===== config.mk =====
export PLATFORM = sky130hd
export DESIGN_NAME = grid_cell_streamer
export DESIGN_NICKNAME = d
export VERILOG_FILES = /design/src/rtl/grid_cell_streamer.sv
export SDC_FILE = /design/constraint.sdc
export NUM_CORES = 1
export LEC_CHECK = 0
export CORE_MARGIN = 4
export CORE_UTILIZATION = 40
export DETAILED_ROUTE_END_ITERATION = 6
export GPL_ROUTABILITY_DRIVEN = 1
export PLACE_DENSITY = 0.67
export SETUP_SLACK_MARGIN = 0.05
export SLEW_MARGIN = 25
export SYNTH_ARGS = -nofsm -noshare
export SYNTH_HDL_FRONTEND = slang
export SYNTH_SLANG_ARGS = --single-unit

===== constraint.sdc =====
create_clock -name clk -period 7.7 [get_ports clk]
set_input_delay 1.54 -clock clk [delete_from_list [all_inputs] [get_ports clk]]
set_output_delay 1.54 -clock clk [all_outputs]
set_load 0.05 [all_outputs]

===== src/rtl/grid_cell_streamer.sv =====
// Snapshots the 6x5 Wordle board on an accepted frame start and replays it
// cell by cell, row-major, over a valid/ready stream to the tile renderer.
module grid_cell_streamer (
    input  logic         clk,
    input  logic         clr,
    input  logic [209:0] display,
    input  logic         frame_start,
    output logic         out_valid,
    input  logic         out_ready,
    output logic [2:0]   out_row,
    output logic [2:0]   out_col,
    output logic [4:0]   out_letter,
    output logic [1:0]   out_color,
    output logic         out_last,
    output logic         out_row_win,
    output logic         busy,
    output logic [7:0]   dropped
);

    typedef enum logic {IDLE = 1'b0, STREAM = 1'b1} state_t;

    state_t         state_q, state_d;
    logic [209:0]   snap_q, snap_d;
    logic [2:0]     row_q, row_d, col_q, col_d;
    logic [7:0]     dropped_q, dropped_d;
    logic [4:0]     letter_q;
    logic [1:0]     color_q;
    logic           last_q, win_q;

    logic           hs, at_end, accept, drop;
    logic [5:0]     row_green;
    logic [7:0]     row_green_x;
    logic [7:0]     base;
    logic [6:0]     cell_d;
    logic           last_d, win_d;

    // Per-row "all five cells green" flags, taken from the snapshot about to
    // be registered so the win flag lines up with the cell being presented.
    for (genvar r = 0; r < 6; r++) begin : g_row
        assign row_green[r] = &{snap_d[35*r+34:35*r+33], snap_d[35*r+27:35*r+26],
                                snap_d[35*r+20:35*r+19], snap_d[35*r+13:35*r+12],
                                snap_d[35*r+6:35*r+5]};
    end
    assign row_green_x = {2'b00, row_green};

    always_comb begin
        state_d   = state_q;
        snap_d    = snap_q;
        row_d     = row_q;
        col_d     = col_q;
        dropped_d = dropped_q;

        hs     = (state_q == STREAM) && out_ready;
        at_end = (row_q == 3'd5) && (col_q == 3'd4);
        // In IDLE every request is taken; in STREAM only one that coincides
        // with the final handshake, which restarts with no bubble.
        accept = frame_start && ((state_q == IDLE) || (hs && at_end));
        drop   = frame_start && !accept;

        if (accept) begin
            snap_d  = display;
            row_d   = 3'd0;
            col_d   = 3'd0;
            state_d = STREAM;
        end else if (hs) begin
            if (at_end) begin
                state_d = IDLE;
            end else if (col_q == 3'd4) begin
                col_d = 3'd0;
                row_d = row_q + 3'd1;
            end else begin
                col_d = col_q + 3'd1;
            end
        end

        if (drop && (dropped_q != 8'hFF))
            dropped_d = dropped_q + 8'd1;

        base   = 8'(row_d) * 8'd35 + 8'(col_d) * 8'd7;
        cell_d = snap_d[base +: 7];
        last_d = (row_d == 3'd5) && (col_d == 3'd4);
        win_d  = (col_d == 3'd4) && row_green_x[row_d];
    end

    always_ff @(posedge clk or posedge clr) begin
        if (clr) begin
            state_q   <= IDLE;
            snap_q    <= '0;
            row_q     <= '0;
            col_q     <= '0;
            dropped_q <= '0;
            letter_q  <= '0;
            color_q   <= '0;
            last_q    <= 1'b0;
            win_q     <= 1'b0;
        end else begin
            state_q   <= state_d;
            snap_q    <= snap_d;
            row_q     <= row_d;
            col_q     <= col_d;
            dropped_q <= dropped_d;
            letter_q  <= cell_d[4:0];
            color_q   <= cell_d[6:5];
            last_q    <= last_d;
            win_q     <= win_d;
        end
    end

    assign out_valid   = (state_q == STREAM);
    assign busy        = (state_q == STREAM);
    assign out_row     = row_q;
    assign out_col     = col_q;
    assign out_letter  = letter_q;
    assign out_color   = color_q;
    assign out_last    = last_q;
    assign out_row_win = win_q;
    assign dropped     = dropped_q;

endmodule

# Word level (Yosys, flattened, before mapping)
# Cells that the tools add are included.
# Widths: inputs -> output; s select.
# classes
muxes	14
order_cmp	1
n_addsub	4
n_div	0
bitwise_logic	1
reduce_logical	19
n_eq_ne	5
shifts	1
n_mul	2
# ops
op	n
$mux 210	1
$shiftx 210x9->7	1
$reduce_and 10->1	6
$mux 3	8
$eq 3x3->1 const B	4
$add 8x1->8 const B	1
$add 8x6->8	1
$logic_and 1x1->1	8
$mul 3x6->8 const B	1
$ne 8x8->1 const B	1
$add 3x1->3 const B	2
$mul 3x3->6 const B	1
$lt 3x4->1 const B	1
$mux 1	4
$reduce_bool 2->1	2
$bmux 1 s3	1
$reduce_and 2->1	1
$logic_not 1->1	1
$logic_or 1x1->1	1
$not 1->1	1
# totals
mem_bits_rw	0
memories	0
word_cells	56
ff_bits	234
out_inout_bits	25
latchBits	0
rom_bits	0

# Depth between registers and ports, before layout
# logic_depth
depth_word	10
depth_mapped	33

# Worst setup path before layout
# OpenSTA, ideal clock, no wires.
# synth_path
path_type	input-to-reg
startpoint	in out_ready
endpoint	reg letter_q[2] (netlist: out_letter[2])
stages	26
arrival_ns	7.779
required_ns	7.571
path_slack_ns	-0.208
n_path_buf	12
cell_sequence	and4_4 -> buf_6 -> a21oi_4 -> buf_6 -> buf_6 -> buf_4 -> buf_4 -> buf_4 -> buf_2 -> nand2b_1 -> fa_1 -> fa_1 -> fa_1 -> inv_1 -> ha_1 -> fa_1 -> clkbuf_1 -> inv_1 -> clkbuf_1 -> clkbuf_1 -> clkbuf_1 -> clkbuf_1 -> mux2i_1 -> o31ai_1 -> a211oi_1 -> a2111o_1
# synth_between
elab_chain_cells	8
elab_cells_between_ends	13
classes_between	add/sub: 1; mul: 2; shift: 1; mux: 5; reduce/logical: 4
# synth_rtl
item	line	text
from (decl)	9	input logic out_ready,
$logic_and 1x1->1 *	53	hs = (state_q == STREAM) && out_ready;
$logic_and 1x1->1	57	accept = frame_start && ((state_q == IDLE) || (hs && at_end));
$logic_or 1x1->1	57	
$logic_and 1x1->1	57	
$mux 3	60	if (accept) begin
$mul 3x6->8 or $mul 3x3->6 (tied branches)	79	base = 8'(row_d) * 8'd35 + 8'(col_d) * 8'd7;
$add 8x6->8	79	
$shiftx 210x9->7 *	80	cell_d = snap_d[base +: 7];
net cell_d[2]	34	logic [6:0] cell_d;
to (signal assigned)	102	letter_q <= cell_d[4:0];
to (decl)	26	logic [4:0] letter_q;
# Mark *: on every way through the listed nets, which the timed path passes. The rest lies on a longest branch.
# A chain may end at the register's enable or synchronous reset.

# Worst setup path after layout
# layout_path
startpoint	in out_ready
endpoint	reg letter_q[1] (netlist: out_letter[1])
# layout_between
elab_chain_cells	8
elab_cells_between_ends	13
classes_between	add/sub: 1; mul: 2; shift: 1; mux: 5; reduce/logical: 4
# layout_rtl
item	line	text
$logic_and 1x1->1 *	53	
$logic_and 1x1->1	57	
$logic_or 1x1->1	57	
$logic_and 1x1->1	57	
$mux 3 *	60	
net col_d[2]	24	logic [2:0] row_q, row_d, col_q, col_d;
$mul 3x3->6 *	79	
$add 8x6->8 *	79	
$shiftx 210x9->7 *	80	
net cell_d[1]	34	
# Marked as above.

==> results_dict.tcl <==
set metrics [dict create \
    start_util 0.408 \
    min_period_ns 7.35 \
    vias 19600 \
    drive_gt1_frac 0.180 \
    arrival_ns 7.84 \
    hp-class "reg -> reg" \
    crit_path_max_incr_delay_ns 0.69 \
    synth_seq_cells 234 \
    grt_use_total 0.338 \
    clk_pin_slew_ns 0.06 \
    max_clock_freq_mhz 136 \
    post_cts_buffers 0 \
    cts_buffer_depth 3 \
    path_class "in -> reg" \
    core_um2 50500 \
    ff2ff_setup_slack_ns 0.99 \
    gp_congestion 1.03 \
    ant_nets 0 \
    netlist_instances 2077 \
    syn_to_final_growth_pct 21.7 \
    drt_iter0_drc 2627 \
    finalCritPeriodShare 0.955 \
    grt.overflow.total 0 \
    hold_viol 0 \
    finalClockSkew_ns 0.0320 \
    setup_ws_ns 0.346 \
    synth_flop_cell "dfrtp_1" \
    cpMostUsedCell "fa_1" \
    worstMarginPinSlew_ns 1.02 \
    crit_family "adder cells" \
    yosysSeqAreaShare 0.285 \
    htreeDepth 1 \
    slew_violations 0 \
    dp.final_hpwl_um 74300 \
    numCtsBuffers 28 \
    dp_slack_ns -0.0733 \
    fin_nets 2545 \
    grt_max_degree 138 \
    crit_fanout 13 \
    clk_latency_ns 0.59 \
    num_rows 82 \
    crit_slowest_cell "fa_4" \
    cp_cell_sequence "clkdlybuf4s50_1, and2_1, a21oi_1, a311oi_1, inv_1, fa_1, fa_1, fa_1, inv_1, ha_4, fa_4, inv_2, buf_4, nor2_1, buf_4, a222oi_1, o21a_1, a21oi_1, nor3_1, nor3_1, o22ai_1" \
    wirelength_um 96900 \
    antenna_found_initial 4 \
    boundaryPins 239 \
    drv_cap 0 \
    status "finished, final reports clean" \
    viasPerCell 6.54 \
    die_h_um 235 \
    worst-path-buf-inv 6 \
    die_area_um2 55100 \
    critPathCaptureType "flip-flop" \
    clockRootBuffer "clkbuf_16" \
    max_slew_margin 0.299 \
    cts_tree "built" \
    portBuffers 238 \
    drtPass1Iterations 5 \
    post_cts_resized 0 \
    required_ns 8.18 \
    synth_edf_count 0 \
    grt_pass1_vias 19600 \
    multi_input_area_um2 13100 \
    drc 0 \
    grt_pass1_wl_um 141000 \
    syn_nets 2319 \
    synth_cell_types 90 \
    clock-sinks 234 \
    avgSynthCellArea_um2 9.91 \
    n_fill_cell 4678 \
    start_kind "primary input" \
    cts-hold-fix-buffers 0 \
    synthArstFlopShare 1.00 \
    finalSetupViolCount 0 \
    seq_area_um2 5860 \
    ys_warn_count 0 \
    rsz0062_at_grt "false" \
    die_w_um 235 \
    wl_per_cell_um 32.3 \
    syn_area_um2 20600 \
]
final timing paths:
check / start / endpoint / cells after the start
max reg2reg: out_row[0] / out_letter[1] / 22
max in group asynchronous: clr / snap_q[191] / 3
min reg2reg: snap_q[147] / snap_q[147] / 2
min: snap_q[147] / snap_q[147] / 2
min in group asynchronous: clr / dropped[6] / 2
max: out_ready / out_letter[1] / 21
area by class of cell:
type / count / share of cell area
flip-flops and latches: 234 / 0.234
repair buffers: 368 / 0.141
inverters: 183 / 0.0278
diodes: 1 / 0.0000999
multi-input cells: 1488 / 0.525
clock inverters: 10 / 0.00465
clock buffers: 41 / 0.0340
well taps: 672 / 0.0336
worst min-delay path, delay by kind of cell (launching register included):
kind | cells | cell delay (ns)
and+or+nand+nor | 2 | 0.10
DFF | 1 | 0.36
layout by cell type (no fill, tap or decap), types with 24 or more instances in the layout:
master,count
mux4_2,153
o22ai_1,27
buf_4,116
inv_1,177
clkbuf_16,29
clkdlybuf4s50_1,238
a22oi_1,36
nand3_1,28
mux2_2,47
nor3_1,40
nor2_1,96
dfrtp_1,234
mux2i_1,280
a31oi_1,26
a21oi_1,51
o211ai_1,24
o21ai_0,48
nand2_1,247
cells by family (layout without fill, tap and decap cells):
| logic type | count (synthesis) | in the layout | share of synthesized area |
|---|---|---|---|
| and+or+nand+nor | 520 | 520 | 0.115 |
| muxes | 494 | 494 | 0.340 |
| AOI/OAI and AO/OA | 434 | 434 | 0.157 |
| buffers and inverters | 355 | 602 | 0.0792 |
| DFF | 234 | 234 | 0.285 |
| adders and majority gates | 28 | 28 | 0.0192 |
| xor gates and xnor gates | 12 | 12 | 0.00511 |
| other | 0 | 1 | 0 |
state kept, by name, indices dropped and copies added, names as in the netlist:
signal / cells
busy: 1
dropped: 8
out_col: 3
out_color: 2
out_last: 1
out_letter: 5
out_row: 3
out_row_win: 1
snap_q: 210
through the flow:
step | hold slack [ns] | area [µm²] | TNS, ns | util | cells
6_report | 0.487 | 25000 | 0 | 0.496 | 2997
4_1_cts | 0.488 | 25000 | 0 | 0.496 | 2996
2_1_floorplan | 0.446 | 20600 | 0 | - | 2077
3_5_place_dp | 0.474 | 24100 | -0.165 | 0.477 | 2945
3_3_place_gp | 0.468 | 24100 | -0.0910 | 0.477 | 2945
5_1_grt | 0.519 | 25000 | 0 | 0.496 | 2996
synthesized netlist by cell type (all sizes together), types with 7 or more instances:
cell type,instances,area share
nor4,18,0.0058
or3,10,0.0030
nor3,40,0.0097
a311oi,10,0.0043
o2111ai,9,0.0038
nand2,247,0.045
or4,8,0.0029
xnor2,8,0.0034
a211oi,23,0.0084
a22o,13,0.0055
inv,182,0.033
a221o,8,0.0039
dfrtp,234,0.28
a31oi,26,0.0079
o21ai,52,0.013
a22oi,36,0.013
and3,12,0.0036
o211ai,24,0.0088
a221oi,13,0.0055
o311ai,7,0.0030
nand3,28,0.0068
mux2i,290,0.14
and2,15,0.0046
o32ai,8,0.0034
a2111oi,11,0.0050
o22ai,27,0.0082
mux2,51,0.028
mux4,153,0.17
a32oi,18,0.0077
a222oi,8,0.0039
o221ai,19,0.0081
buf,79,0.029
clkbuf,93,0.017
nand4,19,0.0058
o22a,10,0.0043
ha,22,0.013
nor2,96,0.018
a21oi,52,0.013
layer usage:
layer  global-route usage  vias up  routed length [µm]
li1                     -     8341                   -
met4                0.130        2                4670
met3               0.0674      198                8850
met5                    0        -                  13
met1                0.466     9941               39400
met2                0.531     1133               43900
Power is left out: the tool's default activity adds up to more than one toggle a clock period on the data nets, which glitch-free logic cannot reach.
